**config.mk**
```make
export PLATFORM = sky130hd
export DESIGN_NAME = ifid_fetch_buffer
export DESIGN_NICKNAME = d
export VERILOG_FILES = /design/src/rtl/ifid_fetch_buffer.sv
export SDC_FILE = /design/constraint.sdc
export NUM_CORES = 1
export LEC_CHECK = 0
export CAP_MARGIN = 20
export CELL_PAD_IN_SITES_DETAIL_PLACEMENT = 1
export CELL_PAD_IN_SITES_GLOBAL_PLACEMENT = 2
export CORE_ASPECT_RATIO = 1.1
export CORE_MARGIN = 2
export CORE_UTILIZATION = 26
export CTS_CLUSTER_DIAMETER = 120
export DETAILED_ROUTE_END_ITERATION = 12
export GPL_ROUTABILITY_DRIVEN = 1
export PLACE_DENSITY = 0.75
export SYNTH_ARGS = -nofsm -noshare
export SYNTH_HDL_FRONTEND = slang
export SYNTH_SLANG_ARGS = --single-unit
```
**constraint.sdc**
```tcl
create_clock -name CLOCK -period 2.2 [get_ports CLOCK]
set_clock_uncertainty 0.05 [all_clocks]
set_input_delay 0.33 -clock CLOCK [delete_from_list [all_inputs] [get_ports CLOCK]]
set_output_delay 0.33 -clock CLOCK [all_outputs]
set_load 0.05 [all_outputs]
```
**src/rtl/ifid_fetch_buffer.sv**
```systemverilog
// IF/ID fetch buffer: runs the instruction-memory req/ack handshake, registers the
// returned word into the IF/ID register, holds one skid entry and flags bus timeouts.
module ifid_fetch_buffer #(
  parameter logic [31:0] NOP_INSTR = 32'h0000_0000,
  parameter int unsigned TIMEOUT   = 16
) (
  input  logic        CLOCK,
  input  logic        RESET,
  input  logic [31:0] InstructionAddress_IN,
  input  logic [31:0] InstructionAddressPlus4_IN,
  input  logic        Stall_IN,
  input  logic        Flush_IN,
  output logic        MemReq_OUT,
  output logic [31:0] MemAddr_OUT,
  input  logic        MemAck_IN,
  input  logic [31:0] MemData_IN,
  output logic [31:0] Instruction_OUT,
  output logic [31:0] InstructionAddressPlus4_OUT,
  output logic        Valid_OUT,
  output logic        FetchStall_OUT,
  output logic        BusError_OUT
);

  localparam int unsigned CNT_W = $clog2(TIMEOUT + 1);
  localparam logic [CNT_W-1:0] CNT_MAX = CNT_W'(TIMEOUT);

  typedef enum logic [1:0] {
    ST_FETCH,
    ST_HOLD,
    ST_DRAIN
  } state_t;

  state_t           state_q, state_d;
  logic [31:0]      instr_q, instr_d;
  logic [31:0]      pc4_q, pc4_d;
  logic             valid_q, valid_d;
  logic [31:0]      skid_instr_q, skid_instr_d;
  logic [31:0]      skid_pc4_q, skid_pc4_d;
  logic             skid_valid_q, skid_valid_d;
  logic [CNT_W-1:0] wait_cnt_q, wait_cnt_d;
  logic             bus_err_q, bus_err_d;

  logic mem_req;
  logic fetch_stall;

  always_comb begin
    mem_req     = 1'b0;
    fetch_stall = 1'b0;
    if (!RESET) begin
      case (state_q)
        ST_FETCH: begin
          mem_req     = 1'b1;
          fetch_stall = !(MemAck_IN && !Stall_IN);
        end
        ST_HOLD: begin
          mem_req     = 1'b0;
          fetch_stall = 1'b1;
        end
        ST_DRAIN: begin
          mem_req     = 1'b1;
          fetch_stall = 1'b1;
        end
        default: begin
          mem_req     = 1'b0;
          fetch_stall = 1'b0;
        end
      endcase
    end
  end

  always_comb begin
    state_d      = state_q;
    instr_d      = instr_q;
    pc4_d        = pc4_q;
    valid_d      = valid_q;
    skid_instr_d = skid_instr_q;
    skid_pc4_d   = skid_pc4_q;
    skid_valid_d = skid_valid_q;

    case (state_q)
      ST_FETCH: begin
        if (Flush_IN) begin
          instr_d = NOP_INSTR;
          pc4_d   = 32'h0;
          valid_d = 1'b0;
          if (!MemAck_IN) state_d = ST_DRAIN;
        end else if (MemAck_IN && Stall_IN) begin
          skid_instr_d = MemData_IN;
          skid_pc4_d   = InstructionAddressPlus4_IN;
          skid_valid_d = 1'b1;
          state_d      = ST_HOLD;
        end else if (MemAck_IN) begin
          instr_d = MemData_IN;
          pc4_d   = InstructionAddressPlus4_IN;
          valid_d = 1'b1;
        end else if (!Stall_IN) begin
          valid_d = 1'b0;
        end
      end

      // Memory acks are ignored here: no request is outstanding while holding.
      ST_HOLD: begin
        if (Flush_IN) begin
          instr_d      = NOP_INSTR;
          pc4_d        = 32'h0;
          valid_d      = 1'b0;
          skid_valid_d = 1'b0;
          state_d      = ST_FETCH;
        end else if (!Stall_IN) begin
          instr_d      = skid_instr_q;
          pc4_d        = skid_pc4_q;
          valid_d      = skid_valid_q;
          skid_valid_d = 1'b0;
          state_d      = ST_FETCH;
        end
      end

      ST_DRAIN: begin
        if (MemAck_IN) state_d = ST_FETCH;
      end

      default: state_d = ST_FETCH;
    endcase
  end

  // Consecutive un-acked request cycles; the error flag is sticky until reset.
  always_comb begin
    wait_cnt_d = '0;
    if (mem_req && !MemAck_IN) begin
      if (wait_cnt_q == CNT_MAX) wait_cnt_d = wait_cnt_q;
      else                       wait_cnt_d = wait_cnt_q + 1'b1;
    end
    bus_err_d = bus_err_q | (wait_cnt_d == CNT_MAX);
  end

  always_ff @(posedge CLOCK) begin
    if (RESET) begin
      state_q      <= ST_FETCH;
      instr_q      <= NOP_INSTR;
      pc4_q        <= 32'h0;
      valid_q      <= 1'b0;
      skid_instr_q <= 32'h0;
      skid_pc4_q   <= 32'h0;
      skid_valid_q <= 1'b0;
      wait_cnt_q   <= '0;
      bus_err_q    <= 1'b0;
    end else begin
      state_q      <= state_d;
      instr_q      <= instr_d;
      pc4_q        <= pc4_d;
      valid_q      <= valid_d;
      skid_instr_q <= skid_instr_d;
      skid_pc4_q   <= skid_pc4_d;
      skid_valid_q <= skid_valid_d;
      wait_cnt_q   <= wait_cnt_d;
      bus_err_q    <= bus_err_d;
    end
  end

  assign MemReq_OUT                  = mem_req;
  assign MemAddr_OUT                 = InstructionAddress_IN;
  assign FetchStall_OUT              = fetch_stall;
  assign Instruction_OUT             = instr_q;
  assign InstructionAddressPlus4_OUT = pc4_q;
  assign Valid_OUT                   = valid_q;
  assign BusError_OUT                = bus_err_q;

endmodule

```
==> results.cfg <==
[timing]
drv_slew = 0
tightest_slew_ns = 0.5760
finalWorstSetupSlack_ns = 0.1349
period_minus_slack_ns = 2.065
final_min_period_over_clock_period = 0.9387
rsz0062_at_grt = no
timing_hold_violations_final = 0
timing.fmax_mhz = 484.2
timing.setup.tns_ns = 0
timing.final.setup_violations = 0
hold_ws_ns = 0.3590
relative_slew_slack = 0.6148

[cts]
cts.path.max_buffers = 2
cts-htree-levels = 4
cts_inserted_buffers = 17
cts.root.buffer_cell = sky130_fd_sc_hd__clkbuf_16
tritoncts = built
cts_sinks = 138
cts.reportedPaths.clkPinSlew_ns = 0.06
insertion_delay_ns = 0.41
ctsHoldBuffers = 0

[finish]
antenna_cells = 0
layout.cells.most_common = sky130_fd_sc_hd__dfxtp_1
share_of_post_route_cells_with_drive_strength_above_1 = 0.07628
final_net_count = 934
area_growth_pct = 32.63
layout_common_cells = 138 x sky130_fd_sc_hd__dfxtp_1, 135 x sky130_fd_sc_hd__a21oi_1, 132 x sky130_fd_sc_hd__clkdlybuf4s50_1, 130 x sky130_fd_sc_hd__nand2_1, 68 x sky130_fd_sc_hd__o21ai_0

[drt]
wl_per_cell_um = 16.75
detail_route.wirelength_um = 19160
drc = 0
ant_nets = 0
drt-vias-per-instance = 4.760
via_count = 5445
firstDrtPassIters = 4
initialDrtViolationCount = 197

[setup_path]
critical_path_required_ns = 1.82
cp.arrival_ns = 1.69
critical_path.n_buffers_inverters = 2
worst_setup_path_end_kind = output port
critPathTopFamily = flip-flops
worst_path_max_delay_cell = sky130_fd_sc_hd__dfxtp_1
worst_path_largest_cell_delay_ns = 0.38
critical_path_type = flop to output port
worst_setup_path_start_kind = flop
crit_fanout = 4
timing.critical_path.cells = inv_2 -> ha_2 -> a21oi_1 -> nor3_2 -> clkbuf_16

[logic_synthesis]
number_of_enable_flip_flop_cells_after_synthesis = 0
postSynthNetCount = 863
post_synthesis_instance_total = 756
ys_seq_elements = 138
post_synth_num_cell_types = 30
synth_ff_type = sky130_fd_sc_hd__dfxtp_1
synthesized_area_per_cell_um2 = 8.345
ys.warnings.count = 0
synth.cell_area_um2 = 6309
synth_async_sr_flop_share = 0
portion_of_the_post_synthesis_area_used_by_sequential_elements = 0.4379

[place]
hpwl_um = 11960
place_ws_ns = 0.05035
portBuffers = 136
gp_congestion = 0.7212

[floorplanning]
x_dimension_of_the_die_um = 152.5
initial_core_utilization = 0.2654
io_pins = 201
floorplan.core_area_um2 = 23770
floorplan.rows = 59
die_y_um = 167.4
die_area_um2 = 25530

[power_and_ir_drop]
peakVddDrop_mv = 0.4652
power_leakage_nw = 2.715
power-per-cell-area_nw_per_um2 = 793.5

[grt]
first_global_vias = 5599
pin_count_of_the_biggest_net_entering_global_routing = 89
grt-ovfl-total = 0
antenna_found_initial = 0
grtUsageTotal = 0.1496
global_route_wire_length_before_repair_um = 30800

[hold_path]
hold_class = input pin to flop

[status]
run_status = complete, no violations

[flow_run]
drv_cap = 0
## kinds of logic after synthesis
group,synth area share
AO/OA/AOI/OAI,0.1706
buffers and inverters,0.09560
AND/OR/NAND/NOR,0.1753
flip-flops,0.4379
multiplexers,0.1031
XOR/XNOR,0.005554
adder cells (fa/ha/maj),0.01190
## area by class of cell
cell class	count	area [µm²]
repair buffers	158	1648
multi-input cells	506	2987
well taps	305	381.6
flip-flops and latches	138	2763
clock inverters	9	91.34
inverters	6	22.52
fillers	2757	15400
clock buffers	22	474.2
## Yosys cell counts, types with 2 or more instances
library cell	number	area (µm²)
sky130_fd_sc_hd__a21oi_1	135	675.7
sky130_fd_sc_hd__and3_1	2	12.51
sky130_fd_sc_hd__buf_1	5	18.77
sky130_fd_sc_hd__buf_2	11	55.05
sky130_fd_sc_hd__buf_4	33	247.7
sky130_fd_sc_hd__buf_6	6	67.56
sky130_fd_sc_hd__clkbuf_1	51	191.4
sky130_fd_sc_hd__dfxtp_1	138	2763
sky130_fd_sc_hd__ha_1	6	75.07
sky130_fd_sc_hd__inv_1	6	22.52
sky130_fd_sc_hd__mux2i_1	65	650.6
sky130_fd_sc_hd__nand2_1	130	488.0
sky130_fd_sc_hd__nand2b_1	2	12.51
sky130_fd_sc_hd__nand3_1	5	25.02
sky130_fd_sc_hd__nor2_1	9	33.78
sky130_fd_sc_hd__nor2b_1	3	18.77
sky130_fd_sc_hd__nor3_1	3	15.01
sky130_fd_sc_hd__o21ai_0	68	340.3
sky130_fd_sc_hd__or4_1	65	488.0
sky130_fd_sc_hd__xnor2_1	2	17.52
sky130_fd_sc_hd__xor2_1	2	17.52
## where the power goes
group	internal (W)	total [W]	switching [W]
combinational	0.000464	0.00118	0.000712
sequential	0.00262	0.00268	0.0000626
clock	0.00164	0.00278	0.00114
## timing repair
item,in CTS,in global routing
gates resized for setup,1,4
setup endpoints to repair,1,1
setup buffers,0,1
endpoints found under the hold margin,0,0
pin swaps,0,1
## metrics by stage
| step | power (W) | cell area (µm²) | utilization | cells |
|---|---|---|---|---|
| final | 0.006639 | 8367 | 0.3520 | 1144 |
| after global routing | 0.006941 | 8367 | 0.3520 | 1144 |
| after CTS | 0.006745 | 8348 | 0.3512 | 1143 |
| after detailed placement | 0.003917 | 7780 | 0.3273 | 1112 |
| after global placement | 0.003903 | 7780 | 0.3273 | 1112 |
| after floorplan | 0.003587 | 6314 | - | 756 |
## flip-flops by register name, indices dropped and copies added, names as in the netlist
| signal | flops |
|---|---|
| BusError_OUT | 1 |
| InstructionAddressPlus4_OUT | 32 |
| Instruction_OUT | 32 |
| Valid_OUT | 1 |
| skid_instr_q | 32 |
| skid_pc4_q | 32 |
| skid_valid_q | 1 |
| state_q | 2 |
| wait_cnt_q | 5 |
## tightest hold or removal path, delay by kind of cell
kind | cells | cell delay [ns]
and+or+nand+nor | 1 | 0.14
buffers and inverters | 2 | 0.27
AOI/OAI and AO/OA | 1 | 0.04
## routing by layer
metal | vias up | track usage | routed length [µm]
li1 | 2764 | - | -
met1 | 2580 | 0.1880 | 8845
met2 | 83 | 0.2558 | 9379
met3 | 18 | 0.03701 | 718
met4 | 0 | 0.04187 | 215
met5 | - | 0 | 0
## path summary, 6_finish.rpt
| check | startpoint | end | depth (start not counted) | slack, ns |
|---|---|---|---|---|
| worst min register to register | skid_instr_q[25] | skid_instr_q[25] | 2 | 0.41 |
| worst min-delay path | RESET | wait_cnt_q[2] | 4 | 0.36 |
| worst max register to register | state_q[1] | InstructionAddressPlus4_OUT[5] | 8 | 0.24 |
| worst max-delay path | state_q[1] | FetchStall_OUT | 5 | 0.13 |
Note: power is estimated with default switching activity, not from simulation.
